`src/rtl/dsp_mac_seq_if.sv`:
```
// dsp_mac_seq_if: operand stream, DSP48A1 slice drive/return and result stream of the MAC sequencer.
interface dsp_mac_seq_if;
  logic        s_valid;
  logic        s_ready;
  logic [17:0] s_a;
  logic [17:0] s_b;
  logic [17:0] dsp_a;
  logic [17:0] dsp_b;
  logic [17:0] dsp_d;
  logic [7:0]  dsp_opmode;
  logic [47:0] dsp_p;
  logic        m_valid;
  logic        m_ready;
  logic [47:0] m_data;
  modport master (
    output s_valid, s_a, s_b, m_ready, dsp_p,
    input  s_ready, dsp_a, dsp_b, dsp_d, dsp_opmode, m_valid, m_data
  );
  modport slave (
    input  s_valid, s_a, s_b, m_ready, dsp_p,
    output s_ready, dsp_a, dsp_b, dsp_d, dsp_opmode, m_valid, m_data
  );
endinterface

```
`src/rtl/dsp_mac_seq.sv`:
```
// dsp_mac_seq: feeds operand pairs into a DSP48A1 slice and returns each N_TAPS dot product.
module dsp_mac_seq #(
  parameter int N_TAPS   = 8,
  parameter int PIPE_LAT = 3,
  parameter int OPM_DLY  = 1
) (
  input logic           clk,
  input logic           rst,
  dsp_mac_seq_if.slave  bus
);
  typedef enum logic [1:0] {IDLE, ACCUM, DRAIN, HOLD} state_t;
  localparam int TW = $clog2(N_TAPS + 1);
  localparam int DL = PIPE_LAT + OPM_DLY;
  localparam int DW = $clog2(DL + 1);
  localparam logic [TW-1:0] TAP_LAST = TW'(N_TAPS - 1);
  localparam logic [DW-1:0] DRN_LAST = DW'(DL - 1);
  localparam logic [7:0] OPM_FIRST = 8'h01;
  localparam logic [7:0] OPM_ACC   = 8'h09;
  localparam logic [7:0] OPM_BUB   = 8'h08;
  state_t          state_q, state_d;
  logic [TW-1:0]   tap_cnt_q, tap_cnt_d;
  logic [DW-1:0]   drain_cnt_q, drain_cnt_d;
  logic [17:0]     a_q, a_d, b_q, b_d;
  logic [7:0]      opm_d;
  // opm_q[0] issues alongside dsp_a/dsp_b; the remaining OPM_DLY stages add the lag
  logic [7:0]      opm_q [OPM_DLY+1];
  logic            m_valid_q, m_valid_d;
  logic [47:0]     m_data_q, m_data_d;
  logic            accept, drain_done;
  assign bus.s_ready    = !rst && (state_q == IDLE || state_q == ACCUM);
  assign accept         = bus.s_valid && bus.s_ready;
  assign drain_done     = state_q == DRAIN && drain_cnt_q == DRN_LAST;
  assign bus.dsp_a      = a_q;
  assign bus.dsp_b      = b_q;
  assign bus.dsp_d      = '0;
  assign bus.dsp_opmode = opm_q[OPM_DLY];
  assign bus.m_valid    = m_valid_q;
  assign bus.m_data     = m_data_q;
  always_ff @(posedge clk) begin
    if (rst) begin
      state_q     <= IDLE;
      tap_cnt_q   <= '0;
      drain_cnt_q <= '0;
      a_q         <= '0;
      b_q         <= '0;
      m_valid_q   <= 1'b0;
      m_data_q    <= '0;
      for (int i = 0; i <= OPM_DLY; i++) opm_q[i] <= '0;
    end else begin
      state_q     <= state_d;
      tap_cnt_q   <= tap_cnt_d;
      drain_cnt_q <= drain_cnt_d;
      a_q         <= a_d;
      b_q         <= b_d;
      m_valid_q   <= m_valid_d;
      m_data_q    <= m_data_d;
      opm_q[0]    <= opm_d;
      for (int i = 1; i <= OPM_DLY; i++) opm_q[i] <= opm_q[i-1];
    end
  end
  always_comb begin
    state_d = state_q;
    case (state_q)
      IDLE:  state_d = accept ? (N_TAPS == 1 ? DRAIN : ACCUM) : IDLE;
      ACCUM: state_d = accept && tap_cnt_q == TAP_LAST ? DRAIN : ACCUM;
      DRAIN: state_d = drain_done ? HOLD : DRAIN;
      HOLD:  state_d = m_valid_q && bus.m_ready ? IDLE : HOLD;
    endcase
  end
  // the first tap of a group always uses Z=0 so stale P never leaks into a new sum
  always_comb begin
    a_d         = accept ? bus.s_a : '0;
    b_d         = accept ? bus.s_b : '0;
    opm_d       = !accept ? OPM_BUB : state_q == IDLE ? OPM_FIRST : OPM_ACC;
    tap_cnt_d   = !accept ? tap_cnt_q : state_q == IDLE ? TW'(1) : tap_cnt_q + 1'b1;
    drain_cnt_d = state_q == DRAIN ? drain_cnt_q + 1'b1 : '0;
    m_valid_d   = drain_done || (m_valid_q && !bus.m_ready);
    m_data_d    = drain_done ? bus.dsp_p : m_data_q;
  end
endmodule

```
`src/flat_wrapper.sv`:
```
// flat-port wrapper written by rule: the top's interface ports become plain ports
module dsp_mac_seq_flat 
#(
  parameter int N_TAPS   = 8,
  parameter int PIPE_LAT = 3,
  parameter int OPM_DLY  = 1
)
  (clk, rst, bus_s_valid, bus_s_a, bus_s_b, bus_m_ready, bus_dsp_p, bus_s_ready, bus_dsp_a, bus_dsp_b, bus_dsp_d, bus_dsp_opmode, bus_m_valid, bus_m_data);
  dsp_mac_seq_if bus_i ();
  input logic clk;
  input logic rst;
  input wire logic [$bits(bus_i.s_valid)-1:0] bus_s_valid;
  input wire logic [$bits(bus_i.s_a)-1:0] bus_s_a;
  input wire logic [$bits(bus_i.s_b)-1:0] bus_s_b;
  input wire logic [$bits(bus_i.m_ready)-1:0] bus_m_ready;
  input wire logic [$bits(bus_i.dsp_p)-1:0] bus_dsp_p;
  output wire logic [$bits(bus_i.s_ready)-1:0] bus_s_ready;
  output wire logic [$bits(bus_i.dsp_a)-1:0] bus_dsp_a;
  output wire logic [$bits(bus_i.dsp_b)-1:0] bus_dsp_b;
  output wire logic [$bits(bus_i.dsp_d)-1:0] bus_dsp_d;
  output wire logic [$bits(bus_i.dsp_opmode)-1:0] bus_dsp_opmode;
  output wire logic [$bits(bus_i.m_valid)-1:0] bus_m_valid;
  output wire logic [$bits(bus_i.m_data)-1:0] bus_m_data;
  assign bus_i.s_valid = bus_s_valid;
  assign bus_i.s_a = bus_s_a;
  assign bus_i.s_b = bus_s_b;
  assign bus_i.m_ready = bus_m_ready;
  assign bus_i.dsp_p = bus_dsp_p;
  assign bus_s_ready = bus_i.s_ready;
  assign bus_dsp_a = bus_i.dsp_a;
  assign bus_dsp_b = bus_i.dsp_b;
  assign bus_dsp_d = bus_i.dsp_d;
  assign bus_dsp_opmode = bus_i.dsp_opmode;
  assign bus_m_valid = bus_i.m_valid;
  assign bus_m_data = bus_i.m_data;
  dsp_mac_seq #(.N_TAPS(N_TAPS), .PIPE_LAT(PIPE_LAT), .OPM_DLY(OPM_DLY)) u_core (.clk(clk), .rst(rst), .bus(bus_i));
endmodule
```
`config.mk`:
```
export PLATFORM = sky130hd
export DESIGN_NAME = dsp_mac_seq_flat
export DESIGN_NICKNAME = d
export VERILOG_FILES = /design/src/rtl/dsp_mac_seq_if.sv /design/src/rtl/dsp_mac_seq.sv /design/src/flat_wrapper.sv
export SDC_FILE = /design/constraint.sdc
export NUM_CORES = 1
export LEC_CHECK = 0
export CELL_PAD_IN_SITES_DETAIL_PLACEMENT = 1
export CELL_PAD_IN_SITES_GLOBAL_PLACEMENT = 1
export CORE_MARGIN = 2
export CORE_UTILIZATION = 28
export CTS_CLUSTER_DIAMETER = 120
export DETAILED_ROUTE_END_ITERATION = 10
export PLACE_DENSITY = 0.83
export SLEW_MARGIN = 20
export SYNTH_ARGS = -nofsm -noshare
export SYNTH_HDL_FRONTEND = slang
export SYNTH_SLANG_ARGS = --single-unit
```
`constraint.sdc`:
```
create_clock -name clk -period 4.2 [get_ports clk]
set_input_delay 1.05 -clock clk [delete_from_list [all_inputs] [get_ports clk]]
set_output_delay 1.05 -clock clk [all_outputs]
set_load 0.03 [all_outputs]
```
; ---- Word-level counts from Yosys, hierarchy flattened
; Memory sizes are Yosys's and may differ from the RTL's.
; Index checks and enable logic that the tools add are counted.
[totals]
register_bits = 94
latch_bits = 0
ram_bits = 16
romBits = 0
inputBits = 88
output_inout_bits = 112
mem_count = 1
[memory_table]
columns = memory, depth, word_bits, rd, rd_clocked_by_memory_dff, wr, line
row1 = u_core.opm_q, 2, 8, 2, 0, 2, dsp_mac_seq.sv:26  ; logic [7:0] opm_q [OPM_DLY+1];
[classes]
add_sub_neg = 2
n_mul = 0
div = 0
n_lt_le_gt_ge = 0
eq_ne = 5
shift = 0
mux = 13
bitwise = 4
reduce_logical = 13
[op_table]
columns = cell, count
row1 = 8-bit 2-to-1 mux, 3
row2 = 4-bit 2-to-1 mux, 2
row3 = 2-bit one-hot mux with 4 select lines, 1
row4 = 1-bit logical AND, 6
row5 = 1-bit 2-to-1 mux, 5
row6 = "4-bit by 1-bit adder with 4-bit output, second input constant", 1
row7 = "2-bit equality test, second input constant", 2
row8 = "4-bit by 3-bit equality test with 1-bit output, second input constant", 1
row9 = 2-bit 2-to-1 mux, 2
row10 = 2-bit OR reduction, 2
row11 = "3-bit by 1-bit adder with 3-bit output, second input constant", 1
row12 = "3-bit by 2-bit equality test with 1-bit output, second input constant", 1
row13 = "2-bit by 1-bit equality test with 1-bit output, second input constant", 1
row14 = 1-bit zero test, 2
row15 = 2-bit zero test, 1
row16 = 1-bit logical OR, 2
row17 = 1-bit inverter, 2
row18 = 1-bit bitwise OR, 2

; ---- Logic depth before layout (Yosys ltp)
; Gate-level depths: netlist of run 1.
[depth]
ltp_word = 7
ltp_mapped = 7

; ---- Worst setup path before layout of run 1
; No wires, ideal clock.
[synth_path]
path_type = input-to-output
from = in rst
to = out bus_s_ready
arrival_ns = 1.852
t_required_ns = 3.150
path_slack_ns = 1.298
cell_stages = 3
n_path_buf = 2
cell_sequence = clkbuf_1 > buf_1 > nor2_1
[synth_via]
elab_chain_len = 2
[synth_rtl]
columns = item, line
row1 = from (decl), flat_wrapper.sv:11  ; input logic rst;
row2 = 1-bit zero test, dsp_mac_seq.sv:30  ; assign bus.s_ready = !rst && (state_q == IDLE || state_q == ACCUM);
row3 = 1-bit logical AND, dsp_mac_seq.sv:30
row4 = to (decl), flat_wrapper.sv:17  ; output wire logic [$bits(bus_i.s_ready)-1:0] bus_s_ready;
; Every way passes these cells.

; ---- Final worst setup path of run 1
; Ends and elaborated chain as after synthesis.

==> results of run 1 <==
## worst paths after layout
kind | slack, ps | from | end
worst min-delay path | 430 | u_core.drain_cnt_q[0] | u_core.drain_cnt_q[0]
worst max-delay path | 1230 | rst | bus_s_ready
worst max register to register | 2270 | u_core.drain_cnt_q[0] | u_core.bus.m_data[42]
worst min register to register | 430 | u_core.drain_cnt_q[0] | u_core.drain_cnt_q[0]
## power breakdown
part	leakage (nW)	switching (mW)	internal (mW)
sequential	0.797	0.00659	0.947
clock	0.153	0.344	0.495
combinational	1.04	0.0975	0.106
## through the flow
stage          hold slack (ps)  cell area (sq um)
3_3_place_gp               406               5090
4_1_cts                    430               5400
3_5_place_dp               423               5090
6_report                   427               5400
5_1_grt                    460               5400
2_1_floorplan              397               3440
## sequential cells by signal, indices dropped and copies added, names as in the netlist
| register | flops |
|---|---|
| u_core.tap_cnt_q | 4 |
| u_core.drain_cnt_q | 3 |
| u_core.bus.m_valid | 1 |
| u_core.bus.dsp_a | 18 |
| u_core.bus.dsp_b | 18 |
| u_core.state_q | 2 |
| u_core.opm_q | 4 |
| u_core.bus.m_data | 48 |
## critical path, stage by stage
cell and delay (ps):
buf_2 110, nor2_1 80, clkdlybuf4s50_1 680
## layout by cell type, fill, tap and decap left out, types with 3 or more instances in the layout
master and instances:
nor2_1 7, ha_1 3, nand2_1 98, and2_1 36
clkdlybuf4s50_1 174, dfxtp_1 98, clkbuf_16 9, inv_1 3
a21oi_1 52, conb_1 24
## cell type report
| type | instances | area share, % |
|---|---|---|
| Clock buffer | 12 | 4.75 |
| Clock inverter | 4 | 0.904 |
| Inverter | 4 | 0.278 |
| Multi-Input combinational cell | 242 | 21.8 |
| Sequential cell | 98 | 36.3 |
| Tap cell | 143 | 3.31 |
| Timing Repair Buffer | 177 | 32.6 |
## cell families after synthesis
group,count (synthesis)
DFF,98
adders and majority gates,3
and+or+nand+nor,156
xor gates and xnor gates,1
buffers and inverters,51
AOI/OAI and AO/OA,57
other,1
muxes,1
## metal layers
metal | track usage, % | share of wire (%)
met1 | 14.7 | 37
met2 | 26.2 | 49
met3 | 8.29 | 13
met4 | 4.39 | 1.4
met5 | 0 | 0
==> impl_metrics.toml, run 1 <==
[floorplanning]
start_util_pct = 29.0
die_h_um = 113
num_rows = 39
dieArea_sq_um = 12900
dieWidth_um = 113
ios = 200
fp.coreArea_sq_um = 11600

[clocking]
cts.sinks = 98
path_clk_slew_ps = 60
cts-root-buf = "clkbuf_16"
clkLatencyLatePin_ps = 330
clockBufferDepth = 2
postCtsSetupRepairBufs = 0
holdBufCountCts = 0
cts_tree = "done"
htree_levels = 3
postCtsResizedCells = 0
cts_buffers = 9

[pwr]
power_mw = 2.00
vdd_drop_max_v = 0.000157
leakage_nw = 1.99
p_per_area_nw_per_um2 = 370

[sta]
period_needed_ps = 2970
setup_viol = 0
final-hold-violation-count = 0
final-max-slew-violation-count = 0
fmax_ghz = 0.337
finalCritPeriodShare_pct = 70.6
setup_tns_ps = 0
worstMarginPinSlew_ps = 854
relSlewSlack_pct = 43.1
rsz0062_at_grt = "no"
finalClockSkew_ps = 5.75
worst_slack_ps = 1230

[yosys]
synthTopCellsByCount = "dfxtp_1 (98), nand2_1 (98), a21oi_1 (52), and2_1 (36), buf_4 (28)"
synth_top_family_by_area = "simple AND/OR/NAND/NOR gates"
synth_compound_area_share_pct = 8.77
synth_cell_types = 31
yosysWarnings = 0
syn_avg_cell_area_sq_um = 9.12
synthXorXnorAreaFrac_pct = 0.261
synth_area_leaders = "dfxtp_1 (58%), nand2_1 (11%), a21oi_1 (7.8%), and2_1 (6.7%), buf_4 (6.3%)"
synth_seq_cells = 98
synthFlopType = "dfxtp_1"
synth-edff-count = 0
yosys.area_share.simple_pct = 21.9
synthAdderAreaFrac_pct = 1.12
synthCells = 368
synthMuxAreaShare_pct = 0.298
yosysTopAreaCell = "dfxtp_1"
synth_seq_area_share_pct = 58.5
yosys.area.top_type_share_pct = 58.5
synth_area_sq_um = 3350
synthArstFlopShare_pct = 0

[final_layout]
layout.nets = 623
post-route-util_pct = 46.7
syn_to_final_growth_pct = 60.9
regArea_sq_um = 1960
fillers = 1331
multi_input_area_sq_um = 1170
num_antenna_cells = 0
drive_gt1_share_pct = 4.28
final_cells = 680

[route]
postRouteAntennaNets = 0
route.detailed.drc = 0
drt_iter0_drc = 93
wl_um = 9510
vias = 2974
routed_via_density = 4.37
drtPass1Iterations = 4
routedWlPerCell_um = 14.0

[worst_setup_path]
startpoint_type = "primary input"
crit_type = "in -> out"
reg2regPathDepth = 6
cp_max_fo = 2
critPathArrivalTime_ps = 1920
crit_required_ps = 3150
end_kind = "primary output"

[placement]
port_buffers = 175
gp_congestion = 0.749
hpwl_um = 7070
place.detailed.instances = 664
place_ws_ps = 1230

[global_route]
track_usage_pct = 14.7
antenna_found_initial = 0
grt_pass1_vias = 3178
grt_max_degree = 60
overflow = 0
grt_pass1_wl_um = 15200

[worst_hold_path]
min_path_type = "reg -> reg"
hold_depth = 1

[outcome]
status = "finished, final reports clean"

[flow_run]
maxCapViolations = 0
No activity file was read; power rests on OpenSTA's default activity.
==> run 2, diff against run 1 <==
Settings changed: CORE_UTILIZATION 28 to 23, PLACE_DENSITY 0.83 to 0.72.
Clock period 4.2 ns to 2.7 ns, I/O delays scaled along.
==> run 2 against run 1 <==
Global-route usage is 2.3 points lower; wire length is 0.53% higher; first-iteration DRC count is 30% lower; register-to-register slack worse by 1300 ps; final cell count is 6.2% higher; die area is 21% higher; total power is 54% higher; critical path depth is 1 lower; hold slack better by 1.3 ps; largest cell class unchanged.
==> impl_metrics.toml, run 2 (synthesis gave the netlist of run 1 again) <==
[worst_setup_path]
path_buf_inv = 1
worstPathCellList = "nor2_1, clkdlybuf4s50_1"
cp_max_fo = 11
cp_top_family = "buffers and inverters"
startpoint_type = "register"
crit_type = "reg -> out"
critPathMaxStageDelay_ps = 690
crit_required_ps = 2030
critPathArrivalTime_ps = 1610
end_kind = "primary output"
reg2regPathDepth = 6
crit_cells = 2
crit_slowest_cell = "clkdlybuf4s50_1"

[clocking]
holdBufCountCts = 0
cts_buffers = 9
postCtsSetupRepairBufs = 0
clkLatencyLatePin_ps = 340
postCtsResizedCells = 0
cts_tree = "done"
cts-root-buf = "clkbuf_16"
clockBufferDepth = 2
htree_levels = 3
path_clk_slew_ps = 70
cts.sinks = 98

[sta]
setup_viol = 0
worstMarginPinSlew_ps = 617
finalCritPeriodShare_pct = 84.6
fmax_ghz = 0.438
relSlewSlack_pct = 58.9
finalClockSkew_ps = 9.50
final-max-slew-violation-count = 0
setup_tns_ps = 0
final-hold-violation-count = 0
rsz0062_at_grt = "no"
period_needed_ps = 2280

[worst_hold_path]
hold_depth = 1
min_path_type = "reg -> reg"

[pwr]
leakage_nw = 1.98
power.share.sequential_pct = 48.3
vdd_drop_max_v = 0.000253
power_mw = 3.07
p_comb_share_pct = 10.3
clockPowerShare_pct = 41.3
switching_share_pct = 23.0
p_per_area_nw_per_um2 = 563
p_sw_mw = 0.707
internal-power_mw = 2.36

[route]
route.detailed.drc = 0
drtPass1Iterations = 4
wl_um = 9560
vias = 2977
drt_iter0_drc = 65
routed_via_density = 4.12
routedWlPerCell_um = 13.2
postRouteAntennaNets = 0

[outcome]
status = "finished, final reports clean"

[global_route]
grt_max_degree = 59
overflow = 0
grt_pass1_wl_um = 15400
antenna_found_initial = 0
track_usage_pct = 12.4
grt_pass1_vias = 3061

[floorplanning]
start_util_pct = 23.3
num_rows = 44
ios = 200
dieWidth_um = 125
die_h_um = 125
fp.coreArea_sq_um = 14400
dieArea_sq_um = 15600

[final_layout]
final_cells = 722
syn_to_final_growth_pct = 62.4
final_cell_area_sq_um = 5450
drive_gt1_share_pct = 4.28
final_cell_mix = "clkdlybuf4s50_1 (174), nand2_1 (98), dfxtp_1 (98)"
layout_commonest_cell = "clkdlybuf4s50_1"
largest_reg_flops = 48
layout.nets = 624
num_antenna_cells = 0

[placement]
gp_congestion = 0.725
port_buffers = 175
place_area_sq_um = 5150
hpwl_um = 7120
place.detailed.instances = 706

[flow_run]
maxCapViolations = 0
## run 2: cell types whose count changed in the layout (fill, tap and decap cells not counted), sizes merged
cell	before	now
clkinvlp	0	1
clkbuf	12	11
buf	3	4
## run 2: layout make-up
class                      count  area [sq um]
multi-input combinational    242          1170
fill                        1651          8920
inverter                       4          15.0
clock inverter                 5          63.8
tap                          184           230
clock buffer                  11           233
sequential                    98          1960
timing repair buffer         178          1770
## run 2: worst paths after layout
check,from,end,slack (ps)
min reg2reg,u_core.drain_cnt_q[0],u_core.drain_cnt_q[0],430
max,u_core.state_q[1],bus_s_ready,420
max reg2reg,u_core.drain_cnt_q[0],u_core.bus.m_data[43],990
min,u_core.drain_cnt_q[0],u_core.drain_cnt_q[0],430
## run 2: power by group through the flow
stage | Clock [mW] | Sequential [mW] | Combinational [mW]
2_1_floorplan | 0 | 1.56 | 0.120
4_1_cts | 1.33 | 1.48 | 0.321
3_3_place_gp | 0 | 1.52 | 0.316
6_report | 1.27 | 1.48 | 0.317
3_5_place_dp | 0 | 1.52 | 0.318
5_1_grt | 1.40 | 1.49 | 0.337
## run 2: per-layer routing
metal / routed length (um) / part of all wire, % / vias up / global-route usage [%]
met5: 0 / 0 / - / 0
met4: 210 / 2.2 / 0 / 5.42
met1: 3820 / 40 / 1370 / 13.8
met2: 4360 / 46 / 149 / 19.6
li1: - / - / 1441 / -
met3: 1170 / 12 / 17 / 6.62
## run 2: per-stage QoR
step	util, %	setup WS, ps	hold WS (ps)
finish	37.9	416	429
global route	37.9	327	456
CTS	37.9	387	431
detailed placement	35.8	376	421
global placement	35.8	457	406
floorplan	-	548	397
